File: config.mk
export PLATFORM = sky130hd
export DESIGN_NAME = key_cmd_decoder_flat
export DESIGN_NICKNAME = d
export VERILOG_FILES = /design/src/rtl/key_cmd_decoder_pkg.sv /design/src/rtl/key_cmd_decoder_if.sv /design/src/rtl/key_cmd_decoder_timer.sv /design/src/rtl/key_cmd_decoder.sv /design/src/flat_wrapper.sv
export SDC_FILE = /design/constraint.sdc
export NUM_CORES = 1
export LEC_CHECK = 0
export ABC_AREA = 1
export CORE_MARGIN = 2
export CORE_UTILIZATION = 53
export CTS_CLUSTER_DIAMETER = 120
export DETAILED_ROUTE_END_ITERATION = 12
export GPL_TIMING_DRIVEN = 0
export PLACE_DENSITY = 0.79
export SYNTH_ARGS = -nofsm -noshare
export SYNTH_HDL_FRONTEND = slang
export SYNTH_SLANG_ARGS = --single-unit
File: constraint.sdc
create_clock -name clk -period 3 [get_ports clk]
set_clock_uncertainty 0.1 [all_clocks]
set_input_delay 0.6 -clock clk [delete_from_list [all_inputs] [get_ports clk]]
set_output_delay 0.6 -clock clk [all_outputs]
set_load 0.1 [all_outputs]
File: src/rtl/key_cmd_decoder_pkg.sv
// chess_kbd_pkg: shared definitions for the chess keyboard command decoder.
//   - key_event field positions (valid / E0 prefix / break / scan code)
//   - PS/2 set-2 scan codes for the letter keys, Space, G and the arrow keys
//   - key kind and FSM state enums
// The REPEAT state is only present when KEY_CMD_REPEAT_EN is defined.
package chess_kbd_pkg;

  localparam int EV_W        = 11;
  localparam int EV_VALID    = 10;
  localparam int EV_EXT      = 9;
  localparam int EV_BRK      = 8;
  localparam int EV_CODE_MSB = 7;

  // Letter codes, only meaningful without the E0 prefix
  localparam logic [7:0] SC_W     = 8'h1D;
  localparam logic [7:0] SC_S     = 8'h1B;
  localparam logic [7:0] SC_X     = 8'h22;
  localparam logic [7:0] SC_A     = 8'h1C;
  localparam logic [7:0] SC_D     = 8'h23;
  localparam logic [7:0] SC_Q     = 8'h15;
  localparam logic [7:0] SC_E     = 8'h24;
  localparam logic [7:0] SC_Z     = 8'h1A;
  localparam logic [7:0] SC_C     = 8'h21;
  localparam logic [7:0] SC_SPACE = 8'h29;
  localparam logic [7:0] SC_G     = 8'h34;

  // Arrow codes, only meaningful with the E0 prefix
  localparam logic [7:0] SC_UP    = 8'h75;
  localparam logic [7:0] SC_DOWN  = 8'h72;
  localparam logic [7:0] SC_LEFT  = 8'h6B;
  localparam logic [7:0] SC_RIGHT = 8'h74;

  typedef enum logic [1:0] {
    K_MOVE  = 2'd0,
    K_SEL   = 2'd1,
    K_PROMO = 2'd2
  } key_kind_t;

  typedef enum logic [1:0] {
    ST_IDLE   = 2'd0,
    ST_HELD   = 2'd1
`ifdef KEY_CMD_REPEAT_EN
    , ST_REPEAT = 2'd2
`endif
  } state_t;

endpackage

File: src/rtl/key_cmd_decoder_if.sv
// key_cmd_decoder_if: keyboard event in, cursor/strobe state out.
//   key_event[10:0] : {valid, E0 prefix, break, scan code}
//   cursor_x/y[2:0] : board position, y=0 is the top row
//   sel_pulse       : one-cycle Space strobe
//   promo_pulse     : one-cycle G strobe
//   held            : an accepted key is held down
// master = event source / observer, slave = decoder.
interface key_cmd_decoder_if;
  logic [chess_kbd_pkg::EV_W-1:0] key_event;
  logic [2:0]                     cursor_x;
  logic [2:0]                     cursor_y;
  logic                           sel_pulse;
  logic                           promo_pulse;
  logic                           held;

  modport master (
    output key_event,
    input  cursor_x, cursor_y, sel_pulse, promo_pulse, held
  );

  modport slave (
    input  key_event,
    output cursor_x, cursor_y, sel_pulse, promo_pulse, held
  );
endinterface

File: src/rtl/key_cmd_decoder_timer.sv
// key_repeat_timer: auto-repeat counter and tick generator.
// Used only when KEY_CMD_REPEAT_EN is defined.
//   clk, rst  : clock, synchronous active-high reset
//   clr       : restart the count (new key accepted or key released)
//   run       : a movement key is held; count only while high
//   rep_mode  : 0 = waiting DELAY cycles, 1 = stepping every PERIOD cycles
//   tick      : one-cycle step request
module key_repeat_timer #(
  parameter int DELAY  = 50_000_000,
  parameter int PERIOD = 10_000_000
) (
  input  logic clk,
  input  logic rst,
  input  logic clr,
  input  logic run,
  input  logic rep_mode,
  output logic tick
);

  localparam int MAXC = (DELAY > PERIOD) ? DELAY : PERIOD;
  localparam int CW   = $clog2(MAXC + 1);

  logic [CW-1:0] cnt;
  logic [CW-1:0] limit;

  // cnt counts edges since the last accept/tick; terminal value is limit
  assign limit = rep_mode ? CW'(PERIOD - 1) : CW'(DELAY - 1);
  // clr masks the tick so a coinciding key event wins
  assign tick  = run && !clr && (cnt == limit);

  always_ff @(posedge clk) begin
    if (rst || clr || !run || tick) cnt <= '0;
    else                            cnt <= cnt + CW'(1);
  end

endmodule

File: src/rtl/key_cmd_decoder.sv
// key_cmd_decoder: turns PS/2 make/break events into chess-board cursor
// moves and select/promotion strobes.
//   clk  : system clock
//   rst  : synchronous active-high reset
//   bus  : key_cmd_decoder_if.slave (key_event in; cursor_x, cursor_y,
//          sel_pulse, promo_pulse, held out)
// Optional feature macro KEY_CMD_REPEAT_EN: a held movement key auto-repeats
// after REPEAT_DELAY cycles, then every REPEAT_PERIOD cycles. Without it a
// held key gives a single step.
module key_cmd_decoder
  import chess_kbd_pkg::*;
#(
  parameter int REPEAT_DELAY  = 50_000_000,
  parameter int REPEAT_PERIOD = 10_000_000
) (
  input logic              clk,
  input logic              rst,
  key_cmd_decoder_if.slave bus
);

  if (REPEAT_DELAY < 1 || REPEAT_PERIOD < 1) begin : g_bad_param
    $error("key_cmd_decoder: repeat delay and period must be >= 1");
  end

  logic       ev_valid, ev_ext, ev_brk;
  logic [7:0] ev_code;

  assign ev_valid = bus.key_event[EV_VALID];
  assign ev_ext   = bus.key_event[EV_EXT];
  assign ev_brk   = bus.key_event[EV_BRK];
  assign ev_code  = bus.key_event[EV_CODE_MSB:0];

  state_t     state;
  logic [7:0] lat_code;
  logic       lat_ext;
  logic [2:0] cur_x, cur_y;
  logic       sel_q, promo_q, held_q;

  // Direction decode: deltas are 3-bit two's complement (7 = -1) so the
  // cursor add wraps modulo 8 for free.
  logic       dec_ok;
  key_kind_t  dec_kind;
  logic [2:0] dec_dx, dec_dy;

  always_comb begin
    dec_ok   = 1'b0;
    dec_kind = K_MOVE;
    dec_dx   = 3'd0;
    dec_dy   = 3'd0;
    if (!ev_ext) begin
      case (ev_code)
        SC_W:     begin dec_ok = 1'b1; dec_dy = 3'd7; end
        SC_S,
        SC_X:     begin dec_ok = 1'b1; dec_dy = 3'd1; end
        SC_A:     begin dec_ok = 1'b1; dec_dx = 3'd7; end
        SC_D:     begin dec_ok = 1'b1; dec_dx = 3'd1; end
        SC_Q:     begin dec_ok = 1'b1; dec_dx = 3'd7; dec_dy = 3'd7; end
        SC_E:     begin dec_ok = 1'b1; dec_dx = 3'd1; dec_dy = 3'd7; end
        SC_Z:     begin dec_ok = 1'b1; dec_dx = 3'd7; dec_dy = 3'd1; end
        SC_C:     begin dec_ok = 1'b1; dec_dx = 3'd1; dec_dy = 3'd1; end
        SC_SPACE: begin dec_ok = 1'b1; dec_kind = K_SEL;   end
        SC_G:     begin dec_ok = 1'b1; dec_kind = K_PROMO; end
        default:  ;
      endcase
    end else begin
      case (ev_code)
        SC_UP:    begin dec_ok = 1'b1; dec_dy = 3'd7; end
        SC_DOWN:  begin dec_ok = 1'b1; dec_dy = 3'd1; end
        SC_LEFT:  begin dec_ok = 1'b1; dec_dx = 3'd7; end
        SC_RIGHT: begin dec_ok = 1'b1; dec_dx = 3'd1; end
        default:  ;
      endcase
    end
  end

  // same_key covers both the keyboard's own typematic makes (ignored) and
  // the matching break (release).
  logic same_key, accept, release_hit;

  assign same_key    = (state != ST_IDLE) && (ev_code == lat_code) && (ev_ext == lat_ext);
  assign accept      = ev_valid && !ev_brk && dec_ok && !same_key;
  assign release_hit = ev_valid && ev_brk && same_key;

`ifdef KEY_CMD_REPEAT_EN
  logic       lat_move;
  logic [2:0] lat_dx, lat_dy;
  logic       tick;

  key_repeat_timer #(
    .DELAY  (REPEAT_DELAY),
    .PERIOD (REPEAT_PERIOD)
  ) u_timer (
    .clk      (clk),
    .rst      (rst),
    .clr      (accept || release_hit),
    .run      ((state != ST_IDLE) && lat_move),
    .rep_mode (state == ST_REPEAT),
    .tick     (tick)
  );
`endif

  always_ff @(posedge clk) begin
    if (rst) begin
      state    <= ST_IDLE;
      lat_code <= 8'h00;
      lat_ext  <= 1'b0;
      cur_x    <= 3'd0;
      cur_y    <= 3'd0;
      sel_q    <= 1'b0;
      promo_q  <= 1'b0;
      held_q   <= 1'b0;
`ifdef KEY_CMD_REPEAT_EN
      lat_move <= 1'b0;
      lat_dx   <= 3'd0;
      lat_dy   <= 3'd0;
`endif
    end else begin
      sel_q   <= 1'b0;
      promo_q <= 1'b0;
      if (accept) begin
        state    <= ST_HELD;
        held_q   <= 1'b1;
        lat_code <= ev_code;
        lat_ext  <= ev_ext;
`ifdef KEY_CMD_REPEAT_EN
        lat_move <= (dec_kind == K_MOVE);
        lat_dx   <= dec_dx;
        lat_dy   <= dec_dy;
`endif
        case (dec_kind)
          K_SEL:   sel_q   <= 1'b1;
          K_PROMO: promo_q <= 1'b1;
          default: begin
            cur_x <= cur_x + dec_dx;
            cur_y <= cur_y + dec_dy;
          end
        endcase
      end else if (release_hit) begin
        state  <= ST_IDLE;
        held_q <= 1'b0;
`ifdef KEY_CMD_REPEAT_EN
      end else if (tick) begin
        cur_x <= cur_x + lat_dx;
        cur_y <= cur_y + lat_dy;
        state <= ST_REPEAT;
`endif
      end
    end
  end

  assign bus.cursor_x    = cur_x;
  assign bus.cursor_y    = cur_y;
  assign bus.sel_pulse   = sel_q;
  assign bus.promo_pulse = promo_q;
  assign bus.held        = held_q;

endmodule

File: src/flat_wrapper.sv
// flat-port wrapper written by rule: the top's interface ports become plain ports
module key_cmd_decoder_flat import chess_kbd_pkg::*;
#(
  parameter int REPEAT_DELAY  = 50_000_000,
  parameter int REPEAT_PERIOD = 10_000_000
)
  (clk, rst, bus_key_event, bus_cursor_x, bus_cursor_y, bus_sel_pulse, bus_promo_pulse, bus_held);
  key_cmd_decoder_if bus_i ();
  input logic clk;
  input logic rst;
  input wire logic [$bits(bus_i.key_event)-1:0] bus_key_event;
  output wire logic [$bits(bus_i.cursor_x)-1:0] bus_cursor_x;
  output wire logic [$bits(bus_i.cursor_y)-1:0] bus_cursor_y;
  output wire logic [$bits(bus_i.sel_pulse)-1:0] bus_sel_pulse;
  output wire logic [$bits(bus_i.promo_pulse)-1:0] bus_promo_pulse;
  output wire logic [$bits(bus_i.held)-1:0] bus_held;
  assign bus_i.key_event = bus_key_event;
  assign bus_cursor_x = bus_i.cursor_x;
  assign bus_cursor_y = bus_i.cursor_y;
  assign bus_sel_pulse = bus_i.sel_pulse;
  assign bus_promo_pulse = bus_i.promo_pulse;
  assign bus_held = bus_i.held;
  key_cmd_decoder #(.REPEAT_DELAY(REPEAT_DELAY), .REPEAT_PERIOD(REPEAT_PERIOD)) u_core (.clk(clk), .rst(rst), .bus(bus_i));
endmodule
======== Word level (Yosys, flattened, before mapping) ========
Index checks and enable logic that the tools add are counted.
storage, ports and cells
  logic and storage cells ................. 67
  input bits .............................. 13
  flip-flop bits (word level) ............. 19
operators by class
  equal/unequal tests ..................... 19
  bitwise logic cells ..................... 2
  muxes and demuxes ....................... 17
  add/subtract/negate cells ............... 2
  reduce and logical (&&, ||, !) cells .... 19
operators with widths
  cell                  number
  $eq A8 B6 Y1 const B  6
  $eq A8 B5 Y1 const B  5
  $eq A8 B7 Y1 const B  4
  $pmux W3 S2           4
  $reduce_or A11 Y1     1
  $mux W1               9
  $reduce_or A3 Y1      3
  $eq A8 B8 Y1          1
  $reduce_or A4 Y1      2
  $logic_and A1 B1 Y1   7
  $add A3 B3 Y3         2
  $mux W3               2
  $pmux W2 S2           1
  $reduce_or A2 Y1      2
  $eq A2 B1 Y1 const B  1
  $eq A2 B2 Y1 const B  1
  $logic_not A1 Y1      2
  $mux W2               1
  $not A1 Y1            2
  $reduce_and A2 Y1     1
  $reduce_bool A2 Y1    1
  $eq A1 B1 Y1          1

======== Logic depth before layout (Yosys ltp) ========
Gate-level depths: netlist of run 1.
  word-level depth ........................ 8
  gate-level depth with buffers ........... 17

======== Least setup slack after synthesis of run 1 ========
OpenSTA, ideal clock, no wires.
  path type ............................... input to register
  from .................................... input port bus_key_event[3]
  to ...................................... register u_core.cur_x[2] (netlist: u_core.bus.cursor_x[2])
  library setup time ...................... 110 ps
  stages on the path ...................... 16
  arrival time ............................ 2205 ps
  setup slack ............................. 585 ps
  data required time ...................... 2790 ps
  path buffers ............................ 1
  path through ............................ buf_6 inv_2 nand2_2 nor2_2 nand2_1 nand2_2 a31oi_1 a31oi_1 ha_1 fa_1 inv_1 nand3_1 nand2_1 nand4_2 nand2_1 nor2_2
on the way
  cells in the longest elaborated chain, start to end .. 7
RTL lines
  what                                                   RTL line                RTL
  from (decl)                                            flat_wrapper.sv:11      input wire logic [$bits(bus_i.key_event)-1:0] bus_key_event;
  branches (longest 7 deep; another with $add A3 B3 Y3)  --
  to (signal assigned)                                   key_cmd_decoder.sv:134  cur_x <= cur_x + dec_dx;
  to (decl)                                              key_cmd_decoder.sv:36   logic [2:0] cur_x, cur_y;
Parallel ways; which one is timed is not known.
A chain may end at the register's enable or synchronous reset.

======== Final worst setup path of run 1 ========
  from .................................... input port bus_key_event[7]
  to ...................................... register u_core.cur_x[2] (netlist: u_core.bus.cursor_x[2])
The elaborated chain is that of the path after synthesis.

==> summary.txt, run 1 <==
Syn Std Cell Area - 1430 sq um
post-DP HPWL - 2.52 mm
clock buffer depth - 2
Worst Path Buf+Inv - 4
Area after DPL - 1660 sq um
Max Cap Viol - 0
Worst Tran Pin Value - 970 ps
register area share after synthesis - 0.252
Post-Synthesis Cells - 231
antenna cells - 0
startpoint class of the critical path - primary input
crit share post-route - 0.939
Most common cell on crit path - nand2_1
Synth Register Bits - 18
Worst path slowest cell - clkdlybuf4s50_1
first-pass GRT wire length - 5.47 mm
post-layout util - 0.671
number of port buffers - 19
share of cells above drive strength 1 - 0.158
CORE AREA - 2520 sq um
Non-Filler Instances - 283
GR Overflow Total - 0
clock share of power - 0.255
CTS buffer count - 3
Setup Buffers After CTS - 0
clk_lat worst skew - 300 ps
Via density - 5.10
Iter 0 DRT Violations - 55
hold slack - 375 ps
Layout Nets - 274
CP Capture Type - flop
register area - 360 sq um
Reg clk slew, reported paths - 110 ps
Setup Viol. Count Final - 0
fin area - 1690 sq um
f_max - 355 MHz
Synth Net Count - 250
vias - 1442
Setup CP Type - in2reg
P_sw - 0.161 mW
area of the multi-input gates - 906 sq um
fin. max-slew vios - 0
drt wl/cell - 11.2 um
family with the most delay on the worst path - simple AND/OR/NAND/NOR gates
status - complete, no violations
Die ar. - 3130 sq um
initial antenna violation count - 0
Switching Fraction - 0.325
Die W - 55.9 um
root buf cell - clkbuf_4
crit-path cells - clkdlybuf4s50_1 -> inv_2 -> nand2_1 -> nor2_1 -> nand2_1 -> nand2_2 -> a31oi_1 -> a31oi_1 -> ha_1 -> fa_1 -> inv_1 -> nand3_1 -> nand2_1 -> nand3_1 -> nand2_1 -> inv_1 -> nor2_2
final-report hold violation count - 0
row count - 18
RSZ-0062 raised after global routing - false
TritonCTS clock tree - done
DRT Wirelength - 3.17 mm
Power Internal - 0.334 mW
worst path arrival time - 2960 ps
largest net degree at the start of global routing - 11
Seq pwr share - 0.503
Leakage - 0.782 nW
Rel. slew slack - 0.351
Initial Util - 0.566
I/O pin count - 22
vias in the first global route - 1342
CTS H-tree lvls - 1
Crit path required time - 3140 ps
slowest stage delay, CP - 520 ps
Fill cells - 245
post-CTS sizing - 0
Clock Sink Count - 18
crit path time final - 2820 ps
power per standard cell area - 292 nW/um^2
Hold Path Class - reg2reg
synth-to-layout area growth - 18.4%
Post-CTS Hold Buffers - 0
Total GRT Usage - 0.217
placed cells - 280
final setup TNS - 0 ps
Logic pwr share - 0.242
DRC Markers - 0
crit-path max FO - 3
Die H - 55.9 um
DRT Pass-1 Iters - 4
Placer Congestion - 0.889
Synth Warn # - 0
VDD IR max - 0.219 mV
Avg Cell Area, Syn - 6.19 sq um
ANT nets after route - 0
post-synthesis cell type count - 27
-- metal layers --
layer	vias up	GRT usage	part of all wire
li1	758	-	-
met1	639	0.290	0.49
met2	38	0.355	0.45
met3	7	0.0233	0.048
met4	0	0.0918	0.016
met5	-	0	0
-- worst min-delay path: stages, from the launching register on --
cell and delay, ps:
dfxtp_1 320, inv_1 60, a21oi_1 50
-- synthesized netlist by cell type --
| master | count | area share |
|---|---|---|
| fa_1 | 2 | 0.028 |
| nor2_1 | 31 | 0.081 |
| nor2_4 | 4 | 0.032 |
| or2_0 | 2 | 0.0088 |
| nor3_1 | 1 | 0.0035 |
| nand3_1 | 12 | 0.042 |
| nand3_2 | 1 | 0.0070 |
| nand4_1 | 2 | 0.0088 |
| and2_4 | 1 | 0.0061 |
| a21oi_1 | 13 | 0.046 |
| xnor2_1 | 2 | 0.012 |
| o21ai_1 | 4 | 0.014 |
| nand4_2 | 1 | 0.0088 |
| nand2_2 | 10 | 0.044 |
| inv_1 | 29 | 0.076 |
| inv_2 | 7 | 0.018 |
| a21oi_2 | 1 | 0.0061 |
| buf_6 | 2 | 0.016 |
| nand2_1 | 67 | 0.18 |
| nand3_4 | 1 | 0.012 |
| a31oi_1 | 2 | 0.0088 |
| dfxtp_1 | 18 | 0.25 |
| buf_2 | 1 | 0.0035 |
| a22oi_1 | 1 | 0.0053 |
| nor2_2 | 8 | 0.035 |
| ha_1 | 4 | 0.035 |
| o21ai_0 | 4 | 0.014 |
-- worst paths after layout --
| kind | startpoint | to | slack (ps) | cells past startpoint |
|---|---|---|---|---|
| worst max-delay path | bus_key_event[7] | u_core.bus.cursor_x[2] | 180 | 17 |
| worst min-delay path | u_core.lat_ext | u_core.lat_ext | 370 | 2 |
| worst max register to register | u_core.lat_code[2] | u_core.bus.cursor_x[2] | 1360 | 10 |
| worst min register to register | u_core.lat_ext | u_core.lat_ext | 370 | 2 |
-- registers in the layout, indices dropped and copies added (netlist names) --
register                count
u_core.bus.cursor_x         3
u_core.bus.cursor_y         3
u_core.bus.promo_pulse      1
u_core.bus.sel_pulse        1
u_core.lat_code             8
u_core.lat_ext              1
u_core.state                1
-- logic make-up after synthesis --
group / synth area share
AOI/OAI and AO/OA: 0.0937
xor gates and xnor gates: 0.0123
adders and majority gates: 0.0630
buffers and inverters: 0.114
DFF: 0.252
and+or+nand+nor: 0.465
-- power by group through the flow --
| stage | clock (mW) | sequential [mW] | combinational (mW) |
|---|---|---|---|
| after CTS | 0.127 | 0.249 | 0.121 |
| after global routing | 0.137 | 0.250 | 0.134 |
| final | 0.126 | 0.249 | 0.120 |
| after detailed placement | 0 | 0.254 | 0.120 |
| after global placement | 0 | 0.254 | 0.118 |
| after floorplan | 0 | 0.267 | 0.0692 |
-- placed cells by master (no fill, tap or decap), types with 5 or more instances in the layout --
cell type	synthesis	layout
nor2_1	31	31
inv_2	7	7
nor2_2	8	8
nand3_1	12	12
clkdlybuf4s50_1	0	14
nand2_2	10	10
inv_1	29	29
nand2_1	67	67
a21oi_1	13	13
dfxtp_1	18	18
dlymetal6s2s_1	0	5
-- metrics by stage --
stage / power, mW / worst slack [ps]
finish: 0.495 / 184
global placement: 0.372 / -145
CTS: 0.497 / 134
floorplan: 0.336 / 585
detailed placement: 0.374 / -178
global route: 0.522 / 1.66
-- cell type report --
class                      count  area share
timing repair buffer          19       0.120
sequential                    18       0.213
multi-input combinational    174       0.536
clock buffer                   3      0.0133
tap                           30      0.0222
inverter                      36      0.0799
buffer                         3      0.0163
Note: power is estimated with default switching activity, not from simulation.
==> run 2: changes to the inputs <==
- SLEW_MARGIN: default -> 20
- SYNTH_HIERARCHICAL: default -> 1
==> run 2 against run 1 <==
Net effect: combinational power rose by 19%; power increased by 12%; die area shrank 2.8%; first-iteration DRC count fell by 27%; wire length is 6.2% lower; synthesized area decreased by 3.1%; final cell count grew 1.1%; setup slack worse by 6.7 ps; hold slack improved by 2.3 ps; via count down 2.1%; non-clock buffer count did not move.
==> summary.txt, run 2 <==
f_max - 354 MHz (-0.24%)
crit path time final - 2820 ps (+6.67 ps)
clock buffer depth - 2 (unchanged)
clock share of power - 0.282 (+0.027)
most frequent cells in the layout - nand2_1 (70), nor2_1 (53), inv_1 (31)
register area share after synthesis - 0.260 (+0.00797)
CTS buffer count - 3 (unchanged)
post-CTS sizing - 0 (unchanged)
crit share post-route - 0.941 (+0.00222)
ANT nets after route - 0 (unchanged)
Max Cap Viol - 0 (unchanged)
Logic pwr share - 0.260 (+0.018)
final-report hold violation count - 0 (unchanged)
Placer Congestion - 0.893 (+0.45%)
Reg clk slew, reported paths - 110 ps (about the same)
clk_lat worst skew - 300 ps (about the same)
GR Overflow Total - 0 (unchanged)
post-DP HPWL - 2.35 mm (-6.7%)
status - complete, no violations
DRC Markers - 0 (unchanged)
met2 wire length - 1.23 mm (-14%)
DRT Pass-1 Iters - 4 (unchanged)
Switching Fraction - 0.329 (+0.00420)
Initial Util - 0.559 (-0.00738)
TritonCTS clock tree - done
hold slack - 377 ps (+2.27 ps)
worst r2r path cells - 8 (-2)
initial antenna violation count - 0 (unchanged)
Post-synth top cells - nand2_1 (70), nor2_1 (54), inv_1 (32), dfxtp_1 (18), o21ai_0 (11)
predominant post-synthesis flop cell - dfxtp_1
Top Layer Used - met4
startpoint class of the critical path - primary input
Setup CP Type - in2reg
most common library cell in the layout ignoring fill and taps - nand2_1
Setup Buffers After CTS - 0 (unchanged)
Synth Warn # - 6 (+6)
CORE AREA - 2480 sq um (-1.8%)
largest net degree at the start of global routing - 11 (unchanged)
worst path arrival time - 2930 ps (-30 ps)
Largest register FFs - 8 (unchanged)
Leakage - 0.794 nW (+1.5%)
Avg Cell Area, Syn - 5.94 sq um (-3.9%)
Power Internal - 0.370 mW (+11%)
Total GRT Usage - 0.228 (+0.0107)
P_sw - 0.182 mW (+13%)
Worst Tran Pin Value - 963 ps (-7.04 ps)
final setup TNS - 0 ps (unchanged)
Iter 0 DRT Violations - 40 (-27%)
Die ar. - 3040 sq um (-2.8%)
Area after DPL - 1610 sq um (-2.6%)
vias in the first global route - 1134 (-15%)
Via density - 4.94 (-3.1%)
Post-synth EDFFs - 0 (unchanged)
hold depth - 2 (unchanged)
Fill cells - 242 (-1.2%)
Syn Std Cell Area - 1390 sq um (-3.1%)
Clock Sink Count - 18 (unchanged)
worst reg-to-reg setup slack - 1320 ps (-40 ps)
Layout Nets - 276 (+0.73%)
Synth Net Count - 252 (+0.80%)
post-synthesis cell type count - 26 (-3.7%)
Post-CTS Hold Buffers - 0 (unchanged)
Crit path required time - 3110 ps (-30 ps)
number of port buffers - 19 (unchanged)
Top reg by flops - u_core/lat_code
Die H - 55.1 um (-1.4%)
vias - 1412 (-2.1%)
met3 wire length - 124 um (-19%)
Seq pwr share - 0.458 (-0.045)
fraction of synthesized cell area taken by the top area cell type - 0.260 (+0.00797)
Pwr Total - 0.552 mW (+12%)
row count - 18 (unchanged)
CTS H-tree lvls - 1 (unchanged)
VDD IR max - 0.257 mV (+17%)
HP Start - u_core/lat_code[7]
Die W - 55.1 um (-1.4%)
first-pass GRT wire length - 4.92 mm (-10%)
CP Capture Type - flop
I/O pin count - 22 (unchanged)
Synth Register Bits - 18 (unchanged)
top cells by area, synth - dfxtp_1 (26%), nand2_1 (19%), nor2_1 (15%)
power per standard cell area - 330 nW/um^2 (+13%)
drt wl/cell - 10.4 um (-7.2%)
Post-Synthesis Cells - 233 (+0.87%)
Hold Path Class - reg2reg
r2r startpoint - u_core/lat_code[1]
Rel. slew slack - 0.356 (+0.00471)
area leader, netlist - dfxtp_1
root buf cell - clkbuf_4
M1 WL - 1.58 mm (+2.7%)
antenna cells - 0 (unchanged)
Setup Viol. Count Final - 0 (unchanged)
ys async rst share - 0 (unchanged)
DRT Wirelength - 2.97 mm (-6.2%)
fin area - 1670 sq um (-1.2%)
synth-to-layout area growth - 20.7%
post-layout util - 0.675 (+0.00411)
crit-path max FO - 5 (+2)
Worst R2R End - u_core/lat_ext
fin. max-slew vios - 0 (unchanged)
count leader, synth - nand2_1
share of cells above drive strength 1 - 0.0781 (-0.0800)
Worst Hold End - u_core/lat_code[7]
run 2: metal layers:
layer	vias to the layer above	GRT usage
met4	0	0.0732
met1	623	0.338
met3	4	0.0242
met2	25	0.341
li1	760	-
met5	-	0
run 2: how the worst max path moves through the flow:
stage | cells past startpoint | start | to | slack, ps
2_1_floorplan | 15 | bus_key_event[3] | u_core/bus.cursor_y[2] | 450
3_3_place_gp | 15 | bus_key_event[5] | u_core/bus.cursor_y[2] | -210
3_5_place_dp | 15 | bus_key_event[5] | u_core/bus.cursor_y[2] | -210
4_1_cts | 15 | bus_key_event[5] | u_core/bus.cursor_y[2] | 130
5_1_grt | 15 | bus_key_event[6] | u_core/bus.cursor_y[2] | -5
6_report | 15 | bus_key_event[6] | u_core/bus.cursor_y[2] | 180
run 2: cell families (layout without fill, tap and decap cells):
group,Yosys count,after routing,share of synthesized area
AOI/OAI and AO/OA,16,16,0.0614
xor gates and xnor gates,6,6,0.0379
adders and majority gates,6,6,0.0650
buffers and inverters,38,61,0.112
DFF,18,18,0.260
and+or+nand+nor,149,149,0.463
run 2: worst max-delay path, cell delays in order:
cell             delay [ps]
clkdlybuf4s50_1         460
inv_2                    80
nand2_1                 130
nor2_4                  170
nand2_1                  90
nand3_2                  80
nor2_2                   50
a31oi_1                 190
ha_1                    180
inv_1                    50
fa_1                    360
xor2_1                  160
xor2_1                  160
nor2_1                  100
nor2_1                   60
run 2: final cells by class:
class	instances	area (sq um)	area share
Buffer	3	21.3	0.0127
Clock buffer	4	36.3	0.0217
Inverter	35	134	0.0801
Multi-Input combinational cell	177	882	0.528
Sequential cell	18	360	0.216
Tap cell	30	37.5	0.0225
Timing Repair Buffer	19	200	0.120
run 2: per-stage QoR:
step	std cells	worst slack (ps)
2_1_floorplan	233	452
3_3_place_gp	282	-207
3_5_place_dp	282	-208
4_1_cts	286	125
5_1_grt	286	-5.20
6_report	286	177
run 2: power groups by stage:
stage / combinational, mW / sequential [mW] / clock, mW
floorplan: 0.0750 / 0.284 / 0
global placement: 0.140 / 0.258 / 0
detailed placement: 0.141 / 0.259 / 0
CTS: 0.142 / 0.253 / 0.161
global route: 0.161 / 0.254 / 0.167
finish: 0.143 / 0.253 / 0.156
